==> config.mk <==
export PLATFORM = sky130hd
export DESIGN_NAME = mem_access
export DESIGN_NICKNAME = d
export VERILOG_FILES = /design/src/rtl/mem_access_pkg.sv /design/src/rtl/mem_access_load_align.sv /design/src/rtl/mem_access.sv
export SDC_FILE = /design/constraint.sdc
export NUM_CORES = 1
export LEC_CHECK = 0
export CAP_MARGIN = 20
export CORE_MARGIN = 2
export CORE_UTILIZATION = 38
export CTS_CLUSTER_DIAMETER = 40
export DETAILED_ROUTE_END_ITERATION = 16
export PLACE_DENSITY = 0.77
export RECOVER_POWER = 25
export SETUP_SLACK_MARGIN = 0.5
export SKIP_LAST_GASP = 1
export SYNTH_ARGS = -nofsm -noshare
export SYNTH_HDL_FRONTEND = slang
export SYNTH_SLANG_ARGS = --single-unit
==> constraint.sdc <==
create_clock -name clk -period 2.3 [get_ports clk]
set_input_delay 0.23 -clock clk [delete_from_list [all_inputs] [get_ports clk]]
set_output_delay 0.23 -clock clk [all_outputs]
set_load 0.02 [all_outputs]
==> src/rtl/mem_access_pkg.sv <==
`default_nettype none
// ============================================================================
// Module      : mem_access_pkg
// Description : Shared codes for the load/store stage: ALU op codes for
//               memory ops, FSM state encodings and access-size codes.
// Revision    : 1.0 - initial release
// ============================================================================
package mem_access_pkg;

  // ALU op codes (memory subset plus one arithmetic code used as a non-memory op)
  localparam logic [5:0] ALU_ADD = 6'd0;
  localparam logic [5:0] ALU_LB  = 6'd18;
  localparam logic [5:0] ALU_LH  = 6'd19;
  localparam logic [5:0] ALU_LW  = 6'd20;
  localparam logic [5:0] ALU_LBU = 6'd21;
  localparam logic [5:0] ALU_LHU = 6'd22;
  localparam logic [5:0] ALU_SB  = 6'd23;
  localparam logic [5:0] ALU_SH  = 6'd24;
  localparam logic [5:0] ALU_SW  = 6'd25;

  // Load/store FSM state encodings
  localparam logic [1:0] MA_IDLE = 2'd0;
  localparam logic [1:0] MA_REQ  = 2'd1;
  localparam logic [1:0] MA_WAIT = 2'd2;
  localparam logic [1:0] MA_DONE = 2'd3;

  // Access size codes
  typedef enum logic [1:0] {
    MEM_B = 2'd0,
    MEM_H = 2'd1,
    MEM_W = 2'd2
  } mem_size_t;

endpackage
`default_nettype wire

==> src/rtl/mem_access_load_align.sv <==
`default_nettype none
// ============================================================================
// Module      : load_align
// Description : Selects the addressed byte/half/word out of a 32-bit memory
//               read word and sign- or zero-extends it to 32 bits.
// Revision    : 1.0 - initial release
// ============================================================================
module load_align
  import mem_access_pkg::*;
(
  input  logic [31:0] rdata,
  input  logic [1:0]  addr,
  input  mem_size_t   size,
  input  logic        zero_ext,
  output logic [31:0] data
);

  logic [7:0]  w_byte;
  logic [15:0] w_half;

  // Pick the addressed byte and half out of the read word
  always_comb begin
    w_byte = rdata[7:0];
    case (addr)
      2'd0:    w_byte = rdata[7:0];
      2'd1:    w_byte = rdata[15:8];
      2'd2:    w_byte = rdata[23:16];
      default: w_byte = rdata[31:24];
    endcase
    w_half = addr[1] ? rdata[31:16] : rdata[15:0];
  end

  // Extend the selected field to the full register width
  always_comb begin
    data = rdata;
    case (size)
      MEM_B:   data = zero_ext ? {24'd0, w_byte} : {{24{w_byte[7]}}, w_byte};
      MEM_H:   data = zero_ext ? {16'd0, w_half} : {{16{w_half[15]}}, w_half};
      default: data = rdata;
    endcase
  end

endmodule
`default_nettype wire

==> src/rtl/mem_access.sv <==
`default_nettype none
// ============================================================================
// Module      : mem_access
// Description : Load/store unit. Accepts one memory op from execute, runs a
//               request/grant/response transaction on the data-memory port,
//               and returns formatted load data. Stalls the pipeline while busy.
// Revision    : 1.0 - initial release
// ============================================================================
module mem_access
  import mem_access_pkg::*;
(
  input  logic        clk,
  input  logic        rst,
  input  logic        req_valid,
  input  logic [5:0]  alucode,
  input  logic [31:0] alu_result,
  input  logic [31:0] store_data,
  output logic        req_ready,
  output logic        stall,
  output logic        dmem_req,
  output logic        dmem_we,
  output logic [31:0] dmem_addr,
  output logic [31:0] dmem_wdata,
  output logic [3:0]  dmem_wstrb,
  input  logic        dmem_gnt,
  input  logic        dmem_rvalid,
  input  logic [31:0] dmem_rdata,
  output logic        done,
  output logic [31:0] load_data,
  output logic        misaligned
);

  // --------------------------------------------------------------------------
  // Op decode helpers
  // --------------------------------------------------------------------------
  function automatic logic is_mem_op(input logic [5:0] code);
    case (code)
      ALU_LB, ALU_LH, ALU_LW, ALU_LBU, ALU_LHU,
      ALU_SB, ALU_SH, ALU_SW: return 1'b1;
      default:                return 1'b0;
    endcase
  endfunction

  function automatic logic is_store_op(input logic [5:0] code);
    case (code)
      ALU_SB, ALU_SH, ALU_SW: return 1'b1;
      default:                return 1'b0;
    endcase
  endfunction

  function automatic logic is_zext_op(input logic [5:0] code);
    case (code)
      ALU_LBU, ALU_LHU: return 1'b1;
      default:          return 1'b0;
    endcase
  endfunction

  function automatic mem_size_t size_of(input logic [5:0] code);
    case (code)
      ALU_LB, ALU_LBU, ALU_SB: return MEM_B;
      ALU_LH, ALU_LHU, ALU_SH: return MEM_H;
      default:                 return MEM_W;
    endcase
  endfunction

  function automatic logic [3:0] strobe_of(input mem_size_t size, input logic [1:0] lo);
    case (size)
      MEM_B:   return 4'b0001 << lo;
      MEM_H:   return 4'b0011 << {lo[1], 1'b0};
      default: return 4'b1111;
    endcase
  endfunction

  // Sub-word stores replicate the operand so any enabled lane carries it
  function automatic logic [31:0] replicate(input mem_size_t size, input logic [31:0] d);
    case (size)
      MEM_B:   return {4{d[7:0]}};
      MEM_H:   return {2{d[15:0]}};
      default: return d;
    endcase
  endfunction

  function automatic logic is_misaligned(input mem_size_t size, input logic [1:0] lo);
    case (size)
      MEM_H:   return lo[0];
      MEM_W:   return lo != 2'b00;
      default: return 1'b0;
    endcase
  endfunction

  // --------------------------------------------------------------------------
  // State and latched op
  // --------------------------------------------------------------------------
  logic [1:0]  r_state;
  logic [1:0]  w_state_next;

  logic        r_we;
  mem_size_t   r_size;
  logic        r_zext;
  logic [1:0]  r_addr_lo;
  logic        r_mis;
  logic [31:0] r_dmem_addr;
  logic [31:0] r_dmem_wdata;
  logic [3:0]  r_dmem_wstrb;
  logic [31:0] r_load_data;

  logic        w_accept;
  logic        w_new_mis;
  logic        w_capture;
  logic [31:0] w_aligned;
  mem_size_t   w_new_size;

  assign w_new_size = size_of(alucode);
  assign w_new_mis  = is_misaligned(w_new_size, alu_result[1:0]);
  assign w_accept   = (r_state == MA_IDLE) && req_valid && is_mem_op(alucode);

  // A load completes either on the grant cycle itself or later in WAIT
  assign w_capture  = dmem_rvalid && !r_we &&
                      (((r_state == MA_REQ) && dmem_gnt) || (r_state == MA_WAIT));

  load_align u_load_align (
    .rdata    (dmem_rdata),
    .addr     (r_addr_lo),
    .size     (r_size),
    .zero_ext (r_zext),
    .data     (w_aligned)
  );

  // State register
  always_ff @(posedge clk) begin
    if (rst) begin
      r_state <= MA_IDLE;
    end else begin
      r_state <= w_state_next;
    end
  end

  // Next-state logic
  always_comb begin
    w_state_next = r_state;
    case (r_state)
      MA_IDLE: begin
        if (w_accept) begin
          w_state_next = w_new_mis ? MA_DONE : MA_REQ;
        end
      end
      MA_REQ: begin
        if (dmem_gnt) begin
          if (r_we || dmem_rvalid) begin
            w_state_next = MA_DONE;
          end else begin
            w_state_next = MA_WAIT;
          end
        end
      end
      MA_WAIT: begin
        if (dmem_rvalid) begin
          w_state_next = MA_DONE;
        end
      end
      default: w_state_next = MA_IDLE;
    endcase
  end

  // Status and handshake outputs decoded from the state register
  always_comb begin
    req_ready  = (r_state == MA_IDLE);
    stall      = (r_state != MA_IDLE);
    dmem_req   = (r_state == MA_REQ);
    done       = (r_state == MA_DONE);
    misaligned = (r_state == MA_DONE) && r_mis;
  end

  // Latch the op at accept and capture formatted load data on response
  always_ff @(posedge clk) begin
    if (rst) begin
      r_we         <= 1'b0;
      r_size       <= MEM_W;
      r_zext       <= 1'b0;
      r_addr_lo    <= 2'b00;
      r_mis        <= 1'b0;
      r_dmem_addr  <= 32'd0;
      r_dmem_wdata <= 32'd0;
      r_dmem_wstrb <= 4'd0;
      r_load_data  <= 32'd0;
    end else begin
      if (w_accept) begin
        r_we         <= is_store_op(alucode);
        r_size       <= w_new_size;
        r_zext       <= is_zext_op(alucode);
        r_addr_lo    <= alu_result[1:0];
        r_mis        <= w_new_mis;
        r_dmem_addr  <= {alu_result[31:2], 2'b00};
        r_dmem_wdata <= replicate(w_new_size, store_data);
        r_dmem_wstrb <= strobe_of(w_new_size, alu_result[1:0]);
        // A misaligned op reports zero load data during its DONE cycle
        if (w_new_mis) begin
          r_load_data <= 32'd0;
        end
      end
      if (w_capture) begin
        r_load_data <= w_aligned;
      end
    end
  end

  assign dmem_we    = r_we;
  assign dmem_addr  = r_dmem_addr;
  assign dmem_wdata = r_dmem_wdata;
  assign dmem_wstrb = r_dmem_wstrb;
  assign load_data  = r_load_data;

endmodule
`default_nettype wire

=== Yosys cells after proc, flatten, opt, wreduce, memory -nomap -nowiden ===
Memory sizes are Yosys's and may differ from the RTL's.
Cells that the tools add are included.

* Reductions and logical operators: 23
* Shift operators: 2
* Eq/ne operators: 18
* Mux-type cells: 21

{| class="wikitable"
|+ Operators by type and width
! cell !! count
|-
| 32-bit 2-to-1 mux || 5
|-
| 32-bit one-hot mux with 2 select lines || 2
|-
| 6-bit by 5-bit == test with 1-bit output (second input constant) || 7
|-
| 8-bit one-hot mux with 3 select lines || 1
|-
| 16-bit 2-to-1 mux || 1
|-
| 3-bit OR reduction || 3
|-
| 2-bit by 1-bit == test with 1-bit output (second input constant) || 4
|-
| 2-bit == test (second input constant) || 4
|-
| 2-bit logical NOT || 4
|-
| 2-bit 2-to-1 mux || 4
|-
| 4-bit one-hot mux with 2 select lines || 1
|-
| 2-bit nonzero test || 4
|-
| 1-bit logical AND || 6
|-
| 2-bit one-hot mux with 3 select lines || 1
|-
| 1-bit 2-to-1 mux || 4
|-
| 2-bit by 1-bit inequality test with 1-bit output (second input constant) || 2
|-
| 2-bit one-hot mux with 2 select lines || 1
|-
| 1-bit by 2-bit << shifter with 4-bit output (first input constant) || 1
|-
| 2-bit by 2-bit << shifter with 4-bit output (first input constant) || 1
|-
| 3-bit AND reduction || 1
|-
| 1-bit logical OR || 2
|-
| 2-bit inequality test (second input constant) || 1
|-
| 1-bit one-hot mux with 2 select lines || 1
|-
| 2-bit AND reduction || 1
|-
| other kinds (2) || 2
|}

* Register bits: 107
* Memories: 1
* Word-level logic and storage cells: 75
* ROM bits: 32
* Output and inout bits: 106
* Bits of input ports: 107

{| class="wikitable"
|+ Memory list
! name !! words !! width !! rd ports !! clocked after Yosys merged registers in !! write ports !! RTL line !! source
|-
| (no name shown) || 32 || 1 || 1 || 0 || 0 || mem_access.sv:37 || <nowiki>case (code)</nowiki>
|}

=== Longest topological paths before layout ===
Gate-level depths: netlist of the first run.

* Word-level depth: 8
* Gate-level depth with buffers: 10
* Mapped depth without buffers: 7

=== Cells and area by module ===
Synthesis of the first run repeated with hierarchy kept, for this count alone.

* Cell total of the unflattened synthesis: 570
* Area total of the unflattened synthesis: 5007.3 sq um

{| class="wikitable"
|+ By module, submodules not included
! module !! cells an instance !! times used !! area an instance (sq um) !! seq. area each (sq um)
|-
| mem_access || 455 || 1 || 4161.5 || 2142.1
|-
| load_align || 115 || 1 || 845.8 || 0.0
|}

=== Least setup slack after synthesis of the first run ===
Ideal clock, no wire load.

* Path type: reg2reg
* From: reg r_state[1]
* To: reg r_load_data[22] (netlist: load_data[22])
* Data arrival time: 2302 ps
* Buffers on the path: 3
* Period minus slack after synthesis: 2361 ps
* Cell stages (with the launch flop): 11
* Setup time: 59 ps
* Path slack: -61 ps
* Required time: 2241 ps
* Cells stage by stage: dfxtp_1 inv_1 ha_1 a21oi_1 nor3b_1 nor2b_1 buf_2 and2_1 buf_1 clkbuf_1 a221o_1

* Word-level cells in the longest chain between the ends: 6
* Elaborated cells between the ends (all ways): 12
* Classes of those cells: eq/ne: 2; mux: 1; reduce/logical: 9

{| class="wikitable"
|+ Ends and longest elaborated chain
! item !! RTL line !! source
|-
| start, declared || mem_access.sv:94 || <nowiki>logic [1:0] r_state;</nowiki>
|-
| start signal, assigned || mem_access.sv:134 || <nowiki>r_state <= w_state_next;</nowiki>
|-
| 2-bit by 1-bit == test with 1-bit output (*) || -- ||
|-
| named net dmem_req || mem_access.sv:20 || <nowiki>output logic dmem_req,</nowiki>
|-
| 1-bit logical AND (*) || mem_access.sv:119 || <nowiki>(((r_state == MA_REQ) && dmem_gnt) || (r_state == MA_WAIT));</nowiki>
|-
| 1-bit logical OR (*) || mem_access.sv:119 ||
|-
| 1-bit logical AND (*) || mem_access.sv:118 || <nowiki>assign w_capture = dmem_rvalid && !r_we &&</nowiki>
|-
| 2-bit nonzero test (no source line) || -- ||
|-
| 2-bit AND reduction (no source line) || -- ||
|-
| end signal, assigned || mem_access.sv:202 || <nowiki>r_load_data <= w_aligned;</nowiki>
|-
| end, declared || mem_access.sv:105 || <nowiki>logic [31:0] r_load_data;</nowiki>
|}

Mark *: on every way through the listed nets, which the timed path passes. The rest lies on a longest branch.
A chain may end at the register's enable or synchronous reset.

=== Final worst setup path of the first run ===
* From: reg r_addr_lo[0]
* To: reg r_load_data[25] (netlist: load_data[25])

* Word-level cells in the longest chain between the ends: 5
* Elaborated cells between the ends (all ways): 7
* Classes of those cells: eq/ne: 2; mux: 4; reduce/logical: 1

{| class="wikitable"
|+ Ends and longest elaborated chain
! item !! RTL line !! source
|-
| start, declared || mem_access.sv:100 || <nowiki>logic [1:0] r_addr_lo;</nowiki>
|-
| start signal, assigned || mem_access.sv:191 || <nowiki>r_addr_lo <= alu_result[1:0];</nowiki>
|-
| 2-bit == test (tied with other cells) || mem_access_load_align.sv:24 || <nowiki>case (addr)</nowiki>
|-
| 8-bit one-hot mux with 3 select lines (*) || mem_access_load_align.sv:24 ||
|-
| 32-bit 2-to-1 mux (*) || mem_access_load_align.sv:37 || <nowiki>MEM_B: data = zero_ext ? {24'd0, w_byte} : {{24{w_byte[7]}}, w_byte};</nowiki>
|-
| 32-bit one-hot mux with 2 select lines (*) || mem_access_load_align.sv:36 || <nowiki>case (size)</nowiki>
|-
| 32-bit 2-to-1 mux (*) || mem_access.sv:201 || <nowiki>if (w_capture) begin</nowiki>
|}

Mark *: on every way between the ends. The rest lies on a longest branch, timed or not.

==> results.ini, run 1 <==
[run_status]
status=finished, final reports clean

[die]
start_util=0.385
rows=41
die_height_um=117
dieArea_um2=13600
die_w_um=117
num_io_pins=213
core_um2=12500

[power_and_ir_drop]
power_density_nw_per_um2=688
p_leak_uw=0.00297
clkPwrFrac=0.306
switching_power_uw=1600
cellInternalPower_uw=3800
worst_ir_drop_vdd_mv=0.454
seqPwrFrac=0.390
power_uw=5400
power_frac_comb=0.304
p_sw_frac=0.297

[worst_setup_path]
cp_max_fo=8
cp_num_cells=4
crit_buf_inv=0
timing.rr.start=r_addr_lo[0]
worstRegToRegCells=4
cp-start-kind=flip-flop
critPathKind=flip-flop to flip-flop
cp-end-kind=flip-flop
crit_required_ns=2.53
slowest_delay_ns=0.51
crit_family=multiplexers
path_cells=mux2_4 -> mux4_2 -> and3_4 -> a221o_1
crit_path_start=r_addr_lo[0]
ff2ff_setup_slack_ns=0.40
timing.rr.end=load_data[25]
critPathSlowestCell=mux4_2
arrival_ns=2.14

[cts]
cts_tree=yes
cts_htree_levels=3
cts.sinks=107
cts_hold_buffers=0
clock_latency_ns=0.35
clkTransAtPathRegs_ns=0.07
numCtsBuffers=9
cts_buffer_depth=2
clockRootBuffer=clkbuf_16

[yosys]
synth_adder_area_share=0.0104
synth-simple-area-share=0.156
ys_warn_count=0
synth_enable_flop_cells=0
ys.flop_type=dfxtp_1
synth.area.mux_share=0.0750
syn_area_um2=4820
synth-xor-area-share=0.00363
synth_compound_area_frac=0.258
synth.yosys.seq_area_share=0.444
syn-instance-count=540
synth_cell_types=48
synth_top_family_by_area=compound AO/OA/AOI/OAI gates
async_reset_ff_frac=0
ys_seq_elements=107
synth.avg_cell_area_um2=8.93

[detailed_routing]
routed_wl_mm=17.9
wl_per_cell_um=19.3
avgViaCountPerCell=5.63
ant_nets=0
drt_iter0_drc=430
drc_errors=0
vias=5235
first_pass_iters=5

[cells_and_area]
layout-drive-gt1-share=0.127
area_growth_pct=62.8
final_common_cell=clkdlybuf4s50_1
layout_common_cells=clkdlybuf4s50_1 (148), dfxtp_1 (104), nand2_1 (103)
layout.nets=865
diodes=0
instances_no_fill=930

[global_route]
gr-total-overflow=0
grt_pass1_vias=5041
antenna_found_initial=0
grt_usage=0.246
grt_max_degree=89
grt_first_pass_wirelength_mm=25.6

[sta]
fin_worst_skew_ns=0.00728
setup_violations=0
min_period_over_period=0.827
finalHoldViolCount=0
slew_violations=0
tightest_slew_ns=0.614
slew_headroom=0.591
fmax_mhz=525
fin_setup_tns_ns=0
rsz0062_at_grt=yes
setup_ws_ns=0.397
fin_crit_ns=1.90

[worst_hold_path]
hold_depth=3
min_to=dmem_we
hold_start=rst
hold_class=input port to flip-flop

[run]
cap_violations=0

[place]
gp_congestion=0.934
dpl_worst_slack_ns=-0.000544
portBuffers=210
placed_cells=902
hpwl_mm=12.1

## layout make-up
class / count / area [um^2]
Fill cell: 1042 / 4670
Multi-Input combinational cell: 379 / 2600
Timing Repair Buffer: 250 / 2530
Sequential cell: 107 / 2150
Clock buffer: 10 / 239
Tap cell: 172 / 215
Clock inverter: 5 / 77.6
Inverter: 7 / 31.3
## Yosys cell counts (2+ instances only)
master	n	area (um^2)
a211oi_1	29	218
a211oi_4	2	40.0
a21oi_1	53	265
a221o_1	24	240
a221oi_1	9	78.8
a22o_1	14	123
a32o_1	2	20.0
and2_1	2	12.5
buf_1	3	11.3
buf_2	7	35.0
buf_4	2	15.0
buf_6	3	33.8
clkbuf_1	34	128
dfxtp_1	107	2140
ha_1	4	50.1
inv_1	6	22.5
mux2_2	3	33.8
mux2i_1	17	170
mux4_2	7	158
nand2_1	103	387
nand2b_1	10	62.6
nor2_1	39	146
nor2b_1	7	43.8
nor3_1	8	40.0
nor3b_1	2	15.0
nor4b_1	2	17.5
o211ai_1	5	37.5
o21ai_0	4	20.0
o21bai_1	2	15.0
o22ai_1	4	25.0
o2bb2ai_1	7	61.3
o311ai_0	2	17.5
xor2_1	2	17.5
## state kept, by name, summed over array words and instances (netlist names)
signal      flops
dmem_addr      30
r_size          2
dmem_we         1
r_mis           1
r_addr_lo       2
dmem_wdata     32
r_zext          1
dmem_wstrb      4
r_state         2
load_data      32
## cells by family after synthesis
kind of cell / count (synthesis)
simple gates: 177
compound gates: 166
flops: 107
buf+inv: 56
mux: 27
fa+ha+maj: 4
xor+xnor: 2
other cells: 1
## per-stage QoR
step / utilization / instance area, um^2 / hold slack (ns)
after floorplan: - / 4890 / 0.366
after global placement: 0.579 / 7250 / 0.441
after detailed placement: 0.579 / 7250 / 0.449
after CTS: 0.620 / 7760 / 0.395
after global routing: 0.627 / 7850 / 0.430
final: 0.627 / 7850 / 0.404
## worst reg2reg max path: cells and delay by family (launching register included)
kind            cells  cell delay [ns]
mux                 2             0.85
simple gates        1             0.25
compound gates      1             0.27
flops               1             0.41
## routing by layer
| metal | GRT usage | vias to the layer above | routed length, um | share of wire |
|---|---|---|---|---|
| li1 | - | 2387 | - | - |
| met1 | 0.273 | 2509 | 6690 | 0.37 |
| met2 | 0.409 | 298 | 8570 | 0.48 |
| met3 | 0.108 | 41 | 2160 | 0.12 |
| met4 | 0.108 | 0 | 530 | 0.030 |
| met5 | 0 | - | 0 | 0 |
## how the worst max path moves through the flow
stage	endpoint
global placement	load_data[28]
floorplan	load_data[31]
global route	dmem_wdata[29]
detailed placement	load_data[21]
CTS	load_data[21]
finish	load_data[25]
## power by group through the flow
stage          sequential [uW]  combinational, uW  clock [uW]
6_report                  2110               1640        1660
5_1_grt                   2120               1750        1750
3_3_place_gp              2120               1430           0
4_1_cts                   2100               1590        1680
3_5_place_dp              2130               1460           0
2_1_floorplan             2250                638           0
## repair_timing
item | CTS | global route
endpoints found under the setup margin | 68 | 47
pin swaps | 2 | 9
gates resized for setup | 32 | 19
buffers inserted | 5 | 3
gates cloned | 3 | 2
(Power assumes the default switching activity.)
==> run 2, diff against run 1 <==
--- a/config.mk
+++ b/config.mk
@@ -7,10 +7,10 @@
 export LEC_CHECK = 0
 export CAP_MARGIN = 20
 export CORE_MARGIN = 2
-export CORE_UTILIZATION = 38
+export CORE_UTILIZATION = 42
 export CTS_CLUSTER_DIAMETER = 40
 export DETAILED_ROUTE_END_ITERATION = 16
-export PLACE_DENSITY = 0.77
+export PLACE_DENSITY = 0.8
 export RECOVER_POWER = 25
 export SETUP_SLACK_MARGIN = 0.5
 export SKIP_LAST_GASP = 1
==> constraint.sdc (replaced) <==
create_clock -name clk -period 1.8 [get_ports clk]
set_input_delay 0.18 -clock clk [delete_from_list [all_inputs] [get_ports clk]]
set_output_delay 0.18 -clock clk [all_outputs]
set_load 0.02 [all_outputs]
==> run 2 against run 1 <==
Against the previous run:
- the flow now finishes with violations (negative setup slack)
- sequential power rose by 27%
- clock skew rose by 0.0015 ns
- clock power rose by 23%
- non-clock buffer count rose by 64
- die area fell by 9.2%
- first-iteration DRC count fell by 12%
- critical endpoint is now load_data[20]
- hold slack got worse by 0.31 ns
- sequential share of layout area fell by 3.2 points
==> results.ini, run 2 (synthesis gave the netlist of run 1 again) <==
[run_status]
status=finished with violations
violations=negative setup slack

[cts]
clkTransAtPathRegs_ns=0.07  ; about the same
numCtsBuffers=9  ; unchanged
cts_buffer_depth=2  ; unchanged
cts.sinks=107  ; unchanged
clock_latency_ns=0.35  ; about the same
cts_htree_levels=3  ; unchanged
cts_tree=yes
clockRootBuffer=clkbuf_16

[global_route]
grt_usage=0.286  ; +0.0401
grtUsageMet2=0.510  ; +0.101
grt_pass1_vias=5647  ; +12%
grt_first_pass_wirelength_mm=28.7  ; +12%
gr-total-overflow=0  ; unchanged
busiest_layer=met2
use_met3=0.0875  ; -0.0205
grt_max_degree=42  ; -53%
antenna_found_initial=0  ; unchanged
use_met1=0.318  ; +0.0445

[cells_and_area]
layout-drive-gt1-share=0.292  ; +0.166
final_common_cell=dfxtp_1
diodes=0  ; unchanged
layout_common_cells=dfxtp_1 (104), clkdlybuf4s50_1 (99), dlygate4sd2_1 (97)
instances_no_fill=964  ; +3.7%
layout.nets=928  ; +7.3%
area_growth_pct=84.0

[worst_setup_path]
cp_max_fo=8  ; unchanged
timing.rr.end=load_data[20]
timing.rr.start=r_state[1]
crit_path_start=alu_result[1]
cp-start-kind=input port
cp-end-kind=flip-flop
ff2ff_setup_slack_ns=-0.13  ; -0.53 ns
path_cells=clkdlybuf4s50_1 -> inv_1 -> a211oi_2 -> o21ba_4 -> a211oi_4 -> buf_4 -> buf_6 -> buf_16 -> a221o_1
slowest_delay_ns=0.57  ; +0.06 ns
critPathSlowestCell=clkdlybuf4s50_1
critPathKind=input port to flip-flop
crit_path_end=load_data[20]
crit_required_ns=2.04  ; -0.49 ns
arrival_ns=2.20  ; +0.06 ns
worstRegToRegCells=10  ; +6

[die]
dieArea_um2=12400  ; -9.2%
die_w_um=111  ; -4.7%
die_height_um=111  ; -4.7%
start_util=0.426  ; +0.0407
num_io_pins=213  ; unchanged
rows=39  ; -4.9%
core_um2=11300  ; -9.6%

[power_and_ir_drop]
clkPwrFrac=0.274  ; -0.032
p_leak_uw=0.00371  ; +25%
power_density_nw_per_um2=844  ; +23%
switching_power_uw=2340  ; +46%
power_frac_comb=0.366  ; +0.062
cellInternalPower_uw=5150  ; +36%
seqPwrFrac=0.360  ; -0.030
p_sw_frac=0.312  ; +0.0152
power_uw=7480  ; +39%
worst_ir_drop_vdd_mv=0.600  ; +32%

[place]
portBuffers=210  ; unchanged
hpwl_mm=12.0  ; -1.1%
gp_congestion=0.839  ; -10%
placed_cells=908  ; +0.67%

[detailed_routing]
first_pass_iters=5  ; unchanged
avgViaCountPerCell=5.85  ; +3.9%
vias=5636  ; +7.7%
wl_per_cell_um=20.7  ; +7.5%
drt_iter0_drc=379  ; -12%
routed_wl_mm=20.0  ; +11%
drc_errors=0  ; unchanged
ant_nets=0  ; unchanged

[sta]
fmax_mhz=509
fin_setup_tns_ns=-3.59  ; -3.59 ns
tightest_slew_ns=0.596  ; -0.0175 ns
min_period_over_period=1.09
fin_worst_skew_ns=0.00875  ; +0.00147 ns
setup_ws_ns=-0.163  ; -0.560 ns
fin_crit_ns=1.96
slew_headroom=0.603  ; +0.0117
slew_violations=0  ; unchanged
finalHoldViolCount=0  ; unchanged
rsz0062_at_grt=yes
setup_violations=33  ; +33

[worst_hold_path]
hold_class=input port to flip-flop
hold_start=rst

[run]
cap_violations=0  ; unchanged

[run 2: cell count changes in the layout (fill, tap and decap cells not counted), moves of 18 or more]
cell             delta
a211oi_1           -24
buf_4              +32
buf_6              +22
dlygate4sd3_1      -50
a211oi_2           +23
dlygate4sd2_1      +92
nand2_1            -18
clkdlybuf4s50_1    -49
[run 2: area by class of cell]
class	instances	area (um^2)
inverters	7	37.5
clock buffers	11	253
well taps	143	179
multi-input cells	378	3020
fillers	674	2450
repair buffers	314	3180
flip-flops and latches	107	2150
clock inverters	4	50.0
[run 2: timing repair]
action,CTS,global route
gates cloned,8,3
gates resized for setup,216,82
pin swaps,26,20
hold buffers,0,0
buffers inserted,27,3
setup endpoints to repair,211,116
[run 2: worst min-delay path by stage]
stage	endpoint	slack, ns	cells after the start
CTS	dmem_addr[5]	0.1	2
global route	dmem_addr[5]	0.11	2
floorplan	r_addr_lo[0]	0.31	2
global placement	r_mis	0.44	2
finish	dmem_addr[5]	0.09	2
detailed placement	dmem_wdata[6]	0.45	2
[run 2: metrics by stage]
step           utilization  area (um^2)  hold slack (ns)  worst slack, ns
3_3_place_gp         0.663         7500            0.442           -0.379
2_1_floorplan            -         4950            0.309           -0.122
3_5_place_dp         0.663         7500            0.449           -0.480
6_report             0.783         8870           0.0901           -0.163
4_1_cts              0.749         8480           0.0974          -0.0666
5_1_grt              0.783         8870            0.107           -0.191
[run 2: worst max-delay path: cells and delay by family]
| kind | cells | cell delay [ns] |
|---|---|---|
| compound gates | 4 | 0.91 |
| buf+inv | 5 | 1.11 |
[run 2: power by group through the flow]
stage	registers, uW	clock network, uW	logic [uW]
2_1_floorplan	2890	0	861
3_3_place_gp	2710	0	1960
3_5_place_dp	2720	0	2000
4_1_cts	2680	2040	2490
5_1_grt	2710	2140	2870
6_report	2690	2050	2740
[run 2: per-layer routing]
metal  share of wire  up-vias
li1                -     2519
met1            0.37     2711
met2            0.50      320
met3           0.087       86
met4           0.049        0
met5               0        -
==> run 3, diff against run 2 <==
--- a/config.mk
+++ b/config.mk
@@ -6,10 +6,11 @@
 export NUM_CORES = 1
 export LEC_CHECK = 0
 export CAP_MARGIN = 20
-export CORE_MARGIN = 2
+export CORE_MARGIN = 3
 export CORE_UTILIZATION = 42
 export CTS_CLUSTER_DIAMETER = 40
 export DETAILED_ROUTE_END_ITERATION = 16
+export MAX_ROUTING_LAYER = met4
 export PLACE_DENSITY = 0.8
 export RECOVER_POWER = 25
 export SETUP_SLACK_MARGIN = 0.5
==> run 3 against run 2 <==
Against the previous run:
- setup slack improved by 0.085 ns
- global-route usage rose by 1.9 points
- largest power group unchanged
- power rose by 1.1%
- die area rose by 3.6%
- the run still ends with negative setup slack left
- highest routed layer unchanged
- final cell count fell by 0.21%
- non-clock buffer count fell by 1
- critical path depth fell by 3
- via count rose by 5.2%
==> results.ini, run 3 (synthesis gave the netlist of run 1 again) <==
[sta]
slew_headroom=0.338  ; -0.265
tightest_slew_ns=0.993  ; +0.397 ns
fmax_mhz=532  ; +4.5%
finalHoldViolCount=0  ; unchanged
fin_crit_ns=1.88  ; -0.0846 ns
setup_ws_ns=-0.0782  ; +0.0846 ns
rsz0062_at_grt=yes
fin_worst_skew_ns=0.00833  ; -0.000425 ns
slew_violations=0  ; unchanged
min_period_over_period=1.04  ; -0.0470
setup_violations=39  ; +18%
fin_setup_tns_ns=-1.45  ; +2.14 ns

[cts]
numCtsBuffers=9  ; unchanged
clock_latency_ns=0.34  ; about the same
cts_buffer_depth=2  ; unchanged
cts_tree=yes
cts.sinks=107  ; unchanged
clkTransAtPathRegs_ns=0.08  ; about the same
clockRootBuffer=clkbuf_16
cts_htree_levels=3  ; unchanged

[place]
portBuffers=210  ; unchanged
placed_cells=906  ; -0.22%
place_area_um2=7490  ; -0.12%
gp_congestion=0.882  ; +5.1%
hpwl_mm=12.4  ; +3.2%

[cells_and_area]
final_common_cell=dfxtp_1
layout-drive-gt1-share=0.328  ; +0.0361
area_growth_pct=88.6
final_cell_area_um2=9090  ; +2.5%
layout_common_cells=dfxtp_1 (104), dlygate4sd2_1 (102), clkdlybuf4s50_1 (99)
seqCellArea_um2=2150  ; +0.12%
instances_no_fill=962  ; -0.21%
nFillCells=582  ; -14%
diodes=0  ; unchanged
layout.nets=928  ; unchanged
multi_input_area_um2=3140  ; +4.0%

[global_route]
gr-total-overflow=0  ; unchanged
antenna_found_initial=0  ; unchanged
grt_first_pass_wirelength_mm=30.3  ; +5.9%
grt_pass1_vias=5817  ; +3.0%
grt_usage=0.304  ; +0.0186
grt_max_degree=72  ; +71%

[worst_setup_path]
arrival_ns=2.16  ; -0.04 ns
crit_path_start=r_addr_lo[1]
timing.rr.start=r_addr_lo[1]
cp-start-kind=flip-flop
critPathKind=flip-flop to flip-flop
cp_max_fo=10  ; +2
crit_required_ns=2.09  ; +0.05 ns
cp-end-kind=flip-flop

[detailed_routing]
routed_wl_mm=21.9  ; +9.6%
ant_nets=0  ; unchanged
wl_per_cell_um=22.8  ; +9.8%
first_pass_iters=8  ; +3
drc_errors=0  ; unchanged
drt_iter0_drc=659  ; +74%
avgViaCountPerCell=6.16  ; +5.4%
vias=5930  ; +5.2%

[die]
rows=38  ; -2.6%
start_util=0.437  ; +0.0112
die_w_um=113  ; +1.8%
die_height_um=113  ; +1.8%
core_um2=11000  ; -2.6%
num_io_pins=213  ; unchanged
dieArea_um2=12800  ; +3.6%

[power_and_ir_drop]
power_density_nw_per_um2=832  ; -1.4%
worst_ir_drop_vdd_mv=0.743  ; +24%
p_leak_uw=0.00381  ; +2.6%

[run_status]
violations=negative setup slack
status=finished with violations

[worst_hold_path]
hold_class=input port to flip-flop
hold_start=rst

[run]
cap_violations=0  ; unchanged

run 3: changes by cell type in the layout (fill, tap and decap cells not counted), sizes merged, moves of 2 or more:
| cell | before | now |
|---|---|---|
| dlygate4sd2 | 97 | 102 |
| bufbuf | 2 | 0 |
| clkbuf | 18 | 20 |
| clkdlybuf4s15 | 2 | 0 |
| clkinvlp | 3 | 1 |
run 3: timing repair:
action,in CTS,in global routing
gates resized for setup,211,132
setup endpoints to repair,211,112
cloned,10,6
pin swaps,22,33
hold buffers,0,0
buffers inserted,16,8
run 3: layer usage:
metal | share of wire | vias to the layer above | global-route usage
met5 | 0 | - | -
met4 | 0.062 | 0 | 0.147
met3 | 0.091 | 125 | 0.0717
met2 | 0.50 | 443 | 0.521
met1 | 0.35 | 2841 | 0.332
li1 | - | 2521 | -
run 3: layout make-up:
cell class | instances | share of cell area
clock buffer | 13 | 0.0286
clock inverter | 3 | 0.00509
inverter | 7 | 0.00372
multi-input combinational | 379 | 0.345
sequential | 107 | 0.237
tap | 140 | 0.0193
timing repair buffer | 313 | 0.361
run 3: worst paths after layout:
check             cells after the start  slack [ns]             to
hold reg to reg                       2        0.46   dmem_addr[7]
hold / removal                        2        0.16        dmem_we
setup / recovery                      6       -0.08  load_data[12]
setup reg to reg                      6       -0.08  load_data[12]
run 3: where the power goes:
part,internal (uW),total [uW],switching [uW]
registers,2560,2700,143
logic,1460,2790,1320
clock network,1160,2080,918
total,5180,7570,2380
run 3: critical path, cell delays in order, from the launching register on:
cell and delay, ns:
dfxtp_1 0.40, buf_4 0.18, clkinv_1 0.30, nor2_2 0.40, a22o_1 0.20, a22o_1 0.18, a221o_1 0.17
run 3: metrics by stage:
step / total power [uW] / worst slack (ns) / hold slack [ns] / util
3_5_place_dp: 4780 / -0.452 / 0.448 / 0.679
2_1_floorplan: 3750 / -0.122 / 0.309 / -
5_1_grt: 7790 / -0.144 / 0.161 / 0.824
6_report: 7570 / -0.0782 / 0.158 / 0.824
3_3_place_gp: 4710 / -0.369 / 0.441 / 0.679
4_1_cts: 7170 / -0.0554 / 0.142 / 0.763
